<file path="src/rtl/trace_stream_receiver.sv">
// Decodes packed trace packets from an AXI-Stream into instruction/PC/delta/counter fields,
// rebuilds absolute timestamps and buffers them in a two-entry skid stage with registered ready.
module trace_stream_receiver #(
  parameter int AXI_DATA_WIDTH           = 512,
  parameter int XLEN                     = 64,
  parameter int INSTR_WIDTH              = 32,
  parameter int CLK_COUNTER_WIDTH        = 64,
  parameter int NO_OF_PERFORMANCE_EVENTS = 37,
  parameter int COUNTER_WIDTH            = 8
) (
  input  logic                                              clk,
  input  logic                                              rst,
  input  logic                                              S_AXIS_tvalid,
  output logic                                              S_AXIS_tready,
  input  logic [AXI_DATA_WIDTH-1:0]                         S_AXIS_tdata,
  input  logic                                              S_AXIS_tlast,
  output logic                                              out_valid,
  input  logic                                              out_ready,
  output logic [INSTR_WIDTH-1:0]                            out_instr,
  output logic [XLEN-1:0]                                   out_pc,
  output logic [CLK_COUNTER_WIDTH-1:0]                      out_delta,
  output logic [CLK_COUNTER_WIDTH-1:0]                      out_timestamp,
  output logic [NO_OF_PERFORMANCE_EVENTS*COUNTER_WIDTH-1:0] out_counters,
  output logic                                              out_last,
  input  logic                                              clear_stats,
  output logic [31:0]                                       pkt_count,
  output logic [15:0]                                       last_count,
  output logic                                              err_zero_delta
);

  localparam int CNT_W     = NO_OF_PERFORMANCE_EVENTS * COUNTER_WIDTH;
  localparam int PC_LSB    = CNT_W;
  localparam int DELTA_LSB = CNT_W + XLEN;
  localparam int INSTR_LSB = CNT_W + XLEN + CLK_COUNTER_WIDTH;
  localparam int PKT_W     = INSTR_LSB + INSTR_WIDTH;

  typedef enum logic [1:0] {EMPTY, ONE, FULL} occ_t;

  typedef struct packed {
    logic [INSTR_WIDTH-1:0]       instr;
    logic [XLEN-1:0]              pc;
    logic [CLK_COUNTER_WIDTH-1:0] delta;
    logic [CLK_COUNTER_WIDTH-1:0] ts;
    logic [CNT_W-1:0]             counters;
    logic                         last;
  } entry_t;

  occ_t                         state;
  occ_t                         state_next;
  entry_t                       out_q;
  entry_t                       skid_q;
  entry_t                       in_entry;
  logic [CLK_COUNTER_WIDTH-1:0] ts_acc;
  logic                         tready_q;
  logic                         accept;
  logic                         out_hs;

  generate
    if (AXI_DATA_WIDTH > PKT_W) begin : g_upper
      logic unused_tdata_upper;
      assign unused_tdata_upper = ^S_AXIS_tdata[AXI_DATA_WIDTH-1:PKT_W];
    end
  endgenerate

  assign S_AXIS_tready = tready_q;
  assign accept        = S_AXIS_tvalid & tready_q;
  assign out_valid     = (state != EMPTY);
  assign out_hs        = out_valid & out_ready;

  assign out_instr     = out_q.instr;
  assign out_pc        = out_q.pc;
  assign out_delta     = out_q.delta;
  assign out_timestamp = out_q.ts;
  assign out_counters  = out_q.counters;
  assign out_last      = out_q.last;

  always_comb begin
    in_entry.instr    = S_AXIS_tdata[INSTR_LSB +: INSTR_WIDTH];
    in_entry.pc       = S_AXIS_tdata[PC_LSB +: XLEN];
    in_entry.delta    = S_AXIS_tdata[DELTA_LSB +: CLK_COUNTER_WIDTH];
    in_entry.ts       = ts_acc + S_AXIS_tdata[DELTA_LSB +: CLK_COUNTER_WIDTH];
    in_entry.counters = S_AXIS_tdata[CNT_W-1:0];
    in_entry.last     = S_AXIS_tlast;
  end

  always_comb begin
    state_next = state;
    case (state)
      EMPTY:   if (accept) state_next = ONE;
      ONE: begin
        if (accept && !out_hs)      state_next = FULL;
        else if (!accept && out_hs) state_next = EMPTY;
      end
      FULL:    if (out_hs) state_next = ONE;
      default: state_next = EMPTY;
    endcase
  end

  // Ready is registered from the next occupancy so it never depends on out_ready combinationally.
  always_ff @(posedge clk or posedge rst) begin
    if (rst) begin
      state    <= EMPTY;
      tready_q <= 1'b0;
      out_q    <= '0;
      skid_q   <= '0;
      ts_acc   <= '0;
    end else begin
      state    <= state_next;
      tready_q <= (state_next != FULL);
      if (accept)
        ts_acc <= S_AXIS_tlast ? '0 : in_entry.ts;
      if (accept && (state == EMPTY || (state == ONE && out_hs)))
        out_q <= in_entry;
      else if (state == FULL && out_hs)
        out_q <= skid_q;
      if (accept && state == ONE && !out_hs)
        skid_q <= in_entry;
    end
  end

  // A clear in the same cycle as an accept drops that beat from the counts, but a zero delta still sets the flag.
  always_ff @(posedge clk or posedge rst) begin
    if (rst) begin
      pkt_count      <= '0;
      last_count     <= '0;
      err_zero_delta <= 1'b0;
    end else begin
      if (clear_stats) begin
        pkt_count  <= '0;
        last_count <= '0;
      end else if (accept) begin
        pkt_count <= pkt_count + 32'd1;
        if (S_AXIS_tlast)
          last_count <= last_count + 16'd1;
      end
      if (accept && in_entry.delta == '0)
        err_zero_delta <= 1'b1;
      else if (clear_stats)
        err_zero_delta <= 1'b0;
    end
  end

endmodule

</file>
<file path="config.mk">
export PLATFORM = sky130hd
export DESIGN_NAME = trace_stream_receiver
export DESIGN_NICKNAME = d
export VERILOG_FILES = /design/src/rtl/trace_stream_receiver.sv
export SDC_FILE = /design/constraint.sdc
export NUM_CORES = 2
export LEC_CHECK = 0
export ABC_AREA = 1
export BUFFER_PORTS_ARGS = -buffer_cell sky130_fd_sc_hd__buf_2
export CAP_MARGIN = 20
export CELL_PAD_IN_SITES_DETAIL_PLACEMENT = 1
export CELL_PAD_IN_SITES_GLOBAL_PLACEMENT = 1
export CORE_AREA = 5 5 421 423
export CTS_BUF_LIST = sky130_fd_sc_hd__clkbuf_8
export CTS_CLUSTER_DIAMETER = 60
export DETAILED_ROUTE_END_ITERATION = 16
export DIE_AREA = 0 0 426 428
export PLACE_DENSITY = 0.64
export SYNTH_ARGS = -nofsm -noshare
export SYNTH_HDL_FRONTEND = slang
export SYNTH_SLANG_ARGS = --single-unit
export TNS_END_PERCENT = 50
</file>
<file path="constraint.sdc">
create_clock -name clk -period 52 [get_ports clk]
set_input_delay 10.4 -clock clk [delete_from_list [all_inputs] [get_ports clk]]
set_output_delay 10.4 -clock clk [all_outputs]
set_load 0.01 [all_outputs]
</file>
Yosys cells after proc, flatten, opt, wreduce, memory -nomap -nowiden
Cells that the tools add are included.

Input bits: 518. Flip-flop bits (word level): 1158.

Add/subtract/negate cells: 3. Reductions and logical operators: 19. Multiplexer cells: 15. Bitwise operators: 2. Equality and inequality tests: 3.

Operators with widths (count): two-way mux 521 bit (2); adder 64 bit (1); logical NOT 64 bit (1); two-way mux 32 bit (2); two-way mux 64 bit (1); two-way mux 16 bit (3); adder 32 x 1 -> 32 bit (second input constant) (1); adder 16 x 1 -> 16 bit (second input constant) (1); nonzero test 2 bit (5); logical AND 1 bit (8); two-way mux 2 bit (4); one-hot mux 2 bit (3 select lines) (1); AND 1 bit (2); == test 2 x 1 -> 1 bit (second input constant) (1); == test 2 bit (second input constant) (1); logical NOT 1 bit (2); logical NOT 2 bit (1); two-way mux 1 bit (2); inequality test 2 bit (second input constant) (1); AND reduction 2 bit (1); logical OR 1 bit (1).

Longest topological paths before layout
Depth after elaboration: 7. Depth in mapped cells: 17. Gate-level depth less buffers: 17.

Least setup slack after synthesis
No wires, ideal clock.

Path type: input -> register. From: input S_AXIS_tdata[360]. To: register ts_acc[60]. Path slack: 39909 ps. Path buffers: 0. Required time: 51882 ps. Arrival: 11973 ps. Stages on the path: 17. Cells stage by stage: ha_1 -> inv_1 -> fa_1 -> inv_1 -> nand3_1 -> nand2_2 -> nand2_1 -> nand2_1 -> nand2_1 -> nand2_1 -> nand2_1 -> nand2_1 -> nand2_1 -> nand2_1 -> nand2_1 -> nand3_1 -> nand2_1.

Word-level cells in the longest chain between the ends: 2.

Ends and longest elaborated chain: from (decl) (RTL line 15) `input logic [AXI_DATA_WIDTH-1:0] S_AXIS_tdata,`; adder 64 bit (RTL line 81) `in_entry.ts = ts_acc + S_AXIS_tdata[DELTA_LSB +: CLK_COUNTER_WIDTH];`; two-way mux 64 bit (RTL line 111) `ts_acc <= S_AXIS_tlast ? '0 : in_entry.ts;`; to (signal assigned) (RTL line 111); to (decl) (RTL line 53) `logic [CLK_COUNTER_WIDTH-1:0] ts_acc;`.

Every way passes these cells. A chain may end at the register's enable or synchronous reset.

Final worst setup path
From: input out_ready. To: register out_q (netlist bit out_counters[126]).

Word-level cells in the longest chain between the ends: 5.

Ends and longest elaborated chain: from (decl) (RTL line 18) `input logic out_ready,`; AND 1 bit (*) (RTL line 68) `assign out_hs = out_valid & out_ready;`; logical AND 1 bit (RTL line 112) `if (accept && (state == EMPTY || (state == ONE && out_hs)))`; logical OR 1 bit (RTL line 112); logical AND 1 bit (RTL line 112); two-way mux 521 bit or nonzero test 2 bit (tied branches); to (signal assigned) (RTL line 113) `out_q <= in_entry;`; to (signal assigned) (RTL line 115) `out_q <= skid_q;`; to (decl) (RTL line 50) `entry_t out_q;`.

Mark *: on every way between the ends. The rest lies on a longest branch, timed or not.

==> results.txt <==
R2R depth -> 9
Yosys cell types -> 46
Slack of the critical path -> 38.14 ns
Largest area contributor in the netlist -> dfrtp_1
Worst reg2reg startpoint -> state[1]
Share of cells above drive strength 1 -> 18.0%
DRT iter0 DRCs -> 3051
Top_reg_cell synth -> dfrtp_1
Worst VDD drop -> 27.7 uV
Total negative slack -> 0 ns
CTS max path bufs -> 3
Post-synth ARST share -> 100%
Chip width -> 426 um
CTS Sinks -> 1158
WP data required -> 52.86 ns
Htree depth -> 4
Worst slew pin tran -> 1.36 ns
Post-layout power -> 3.98 mW
First-pass GRT wire length -> 342000 um
Pin count of the biggest net entering global routing -> 181
Initial Util -> 31.3%
Gr usage total -> 24.4%
Ports -> 1090
Worst slew margin -> 9.21%
IO Port Bufs -> 1033
# setup viols final -> 0
Max Clock Freq -> 72.1 MHz
Mapped Nets -> 7547
Post-DRT Antenna Nets -> 0
Drt pass-1 iters -> 5
Synth warnings -> 0
Critical Path Sink -> out_counters[126]
Gate Count Post-Synth -> 6963
Dpl hpwl -> 160000 um
Initial antenna violation count -> 78
Via density -> 4.92
Synth top cells by count -> nand2_1 (2745), dfrtp_1 (1158), nor2_1 (567)
FF-to-FF End -> out_counters[126]
Crit path time final -> 13.86 ns
CTS clk-pin slew, worst paths -> 0.06 ns
Switching part of the total power -> 42.1%
Cell area power density -> 60.7 mW/mm^2
Area of the mapped netlist -> 0.0542 sq mm
Fin crit share -> 26.7%
Hold Path Class -> reg -> reg
Number of max-cap violations -> 0
Clock Latency Late Sink -> 1.00 ns
Lkg Pwr -> 34.5 nW
Combinational power share -> 37.9%
Startpoint Class -> input pin
Count leader, synth -> nand2_1
Wirelength, routed -> 229000 um
CP cell instances -> buf_2, nand2_4, inv_8, buf_4, buf_4, buf_4, a21oi_1, o21ai_1
CP most frequent cell -> buf_4
Slew Viols, Final -> 0
Root Buffer -> clkbuf_8
Non-filler cells, final -> 10400
CTS tree -> built
Via Count -> 51300
Sequential power share -> 39.5%
Crit end category -> flip-flop
Fin Hold WS -> 0.469 ns
Layout area overhead -> 21.0%
CP Data Arrival Time -> 14.72 ns
P_sw -> 1.68 mW
Crit path max-delay cell type -> buf_4
Die Ht -> 428 um
R2R Setup Slk -> 46.95 ns
Post-route DRC -> 0
WL per Instance -> 22.0 um
Clk pwr share -> 22.6%
Post-CTS sizing -> 0
Layout Nets -> 8482
Dpl cells -> 10000
Clk_skew -> 0.0642 ns
Post-CTS setup repair buffer count -> 0
RSZ-0062 raised after global routing -> no
Status -> completed
Std cell rows -> 153
Delay of the slowest cell on the worst path -> 0.96 ns
Synth top area share -> 53.5%
Number of flops mapped to enable cells by yosys -> 0
Crit-path max FO -> 95
Die area -> 0.182 sq mm
Seq/Total Area, Yosys -> 53.5%
# hold bufs at CTS -> 0
Synth area leaders -> dfrtp_1 (54%), nand2_1 (19%), o21ai_1 (4.7%)
Number of global-route vias before repair -> 52400
Syn avg cell area -> 7.78 sq um
Number of buffers created by CTS -> 209
CORE AREA -> 0.173 sq mm
Crit path kind -> in -> reg
Final Hold Viols -> 0
Register bit total from synthesis -> 1158
RePlAce Congestion -> 0.897
Internal Pwr Total -> 2.30 mW
DP Worst Slack -> 37.02 ns
Grt total ovfl -> 0
Crit. Startpoint -> out_ready
power by group through the flow:
stage	sequential [mW]	combinational [mW]	clock, mW
3_5_place_dp	1.58	1.53	0
5_1_grt	1.62	1.68	0.969
2_1_floorplan	1.63	0.788	0
3_3_place_gp	1.56	1.49	0
4_1_cts	1.57	1.53	0.927
6_report	1.57	1.51	0.901
placed cells by master, fill, tap and decap left out, types with 4 or more instances in the layout:
| master | instances |
|---|---|
| a21oi_1 | 491 |
| a22o_1 | 9 |
| a31oi_1 | 7 |
| buf_12 | 6 |
| buf_2 | 1033 |
| buf_4 | 45 |
| bufinv_16 | 4 |
| clkbuf_8 | 265 |
| clkinv_2 | 18 |
| clkinvlp_4 | 8 |
| dfrtp_1 | 1158 |
| diode_2 | 42 |
| ha_1 | 65 |
| inv_1 | 543 |
| inv_2 | 11 |
| inv_8 | 7 |
| nand2_1 | 2744 |
| nand2_2 | 11 |
| nand3_1 | 200 |
| nand3_2 | 6 |
| nand4_1 | 30 |
| nor2_1 | 566 |
| nor2_2 | 14 |
| nor3_1 | 41 |
| nor3_2 | 7 |
| nor4_1 | 13 |
| o211ai_1 | 16 |
| o21a_1 | 13 |
| o21ai_0 | 131 |
| o21ai_1 | 514 |
| o21bai_1 | 9 |
| o31ai_1 | 5 |
| xnor2_1 | 27 |
| xor2_1 | 8 |
worst min-delay path by stage:
stage | depth (start not counted) | end | startpoint
floorplan | 2 | skid_q[100] | skid_q[100]
global placement | 2 | skid_q[175] | skid_q[175]
detailed placement | 2 | skid_q[286] | skid_q[286]
CTS | 2 | skid_q[87] | skid_q[87]
global route | 2 | skid_q[278] | skid_q[278]
finish | 2 | skid_q[239] | skid_q[239]
metrics by stage:
step / utilization, % / cell area [sq um]
5_1_grt: 37.9 / 65500
3_5_place_dp: 35.3 / 61100
2_1_floorplan: - / 54200
4_1_cts: 37.8 / 65400
6_report: 37.9 / 65500
3_3_place_gp: 35.3 / 61100
cell type report:
type	instances	area, sq um
clock inverter	110	691
fill	21500	108000
antenna	42	105
inverter	490	1870
tap	2325	2910
timing repair buffer	1085	5660
clock buffer	265	3650
multi-input combinational	4954	21700
sequential	1158	29000
logic make-up (layout without fill, tap and decap cells):
logic type,count (synthesis),count (layout),synth area share [%]
AND/OR/NAND/NOR,3648,3648,26.4
AO/OA/AOI/OAI,1205,1205,11.5
flip-flops,1158,1158,53.5
buffers and inverters,851,1950,6.49
adder cells (fa/ha/maj),66,66,1.54
XOR/XNOR,35,35,0.566
other,0,42,0
metal layers:
layer  GRT usage [%]  routed length [um]
met2            40.8              112000
met1            30.4               95900
met4            10.7                9640
met5               0                 101
met3            5.07               11800
registers in the layout, indices dropped and copies added, names as in the netlist:
register        cells
out_timestamp      64
out_pc             64
err_zero_delta      1
out_counters      296
out_delta          64
state               2
out_instr          32
last_count         16
S_AXIS_tready       1
skid_q            521
ts_acc             64
pkt_count          32
out_last            1
critical path, delay by kind of cell:
family	cells	cell delay, ns
AOI/OAI and AO/OA	2	0.37
buffers and inverters	5	3.44
and+or+nand+nor	1	0.33
Power figures use the tool's default switching activity.
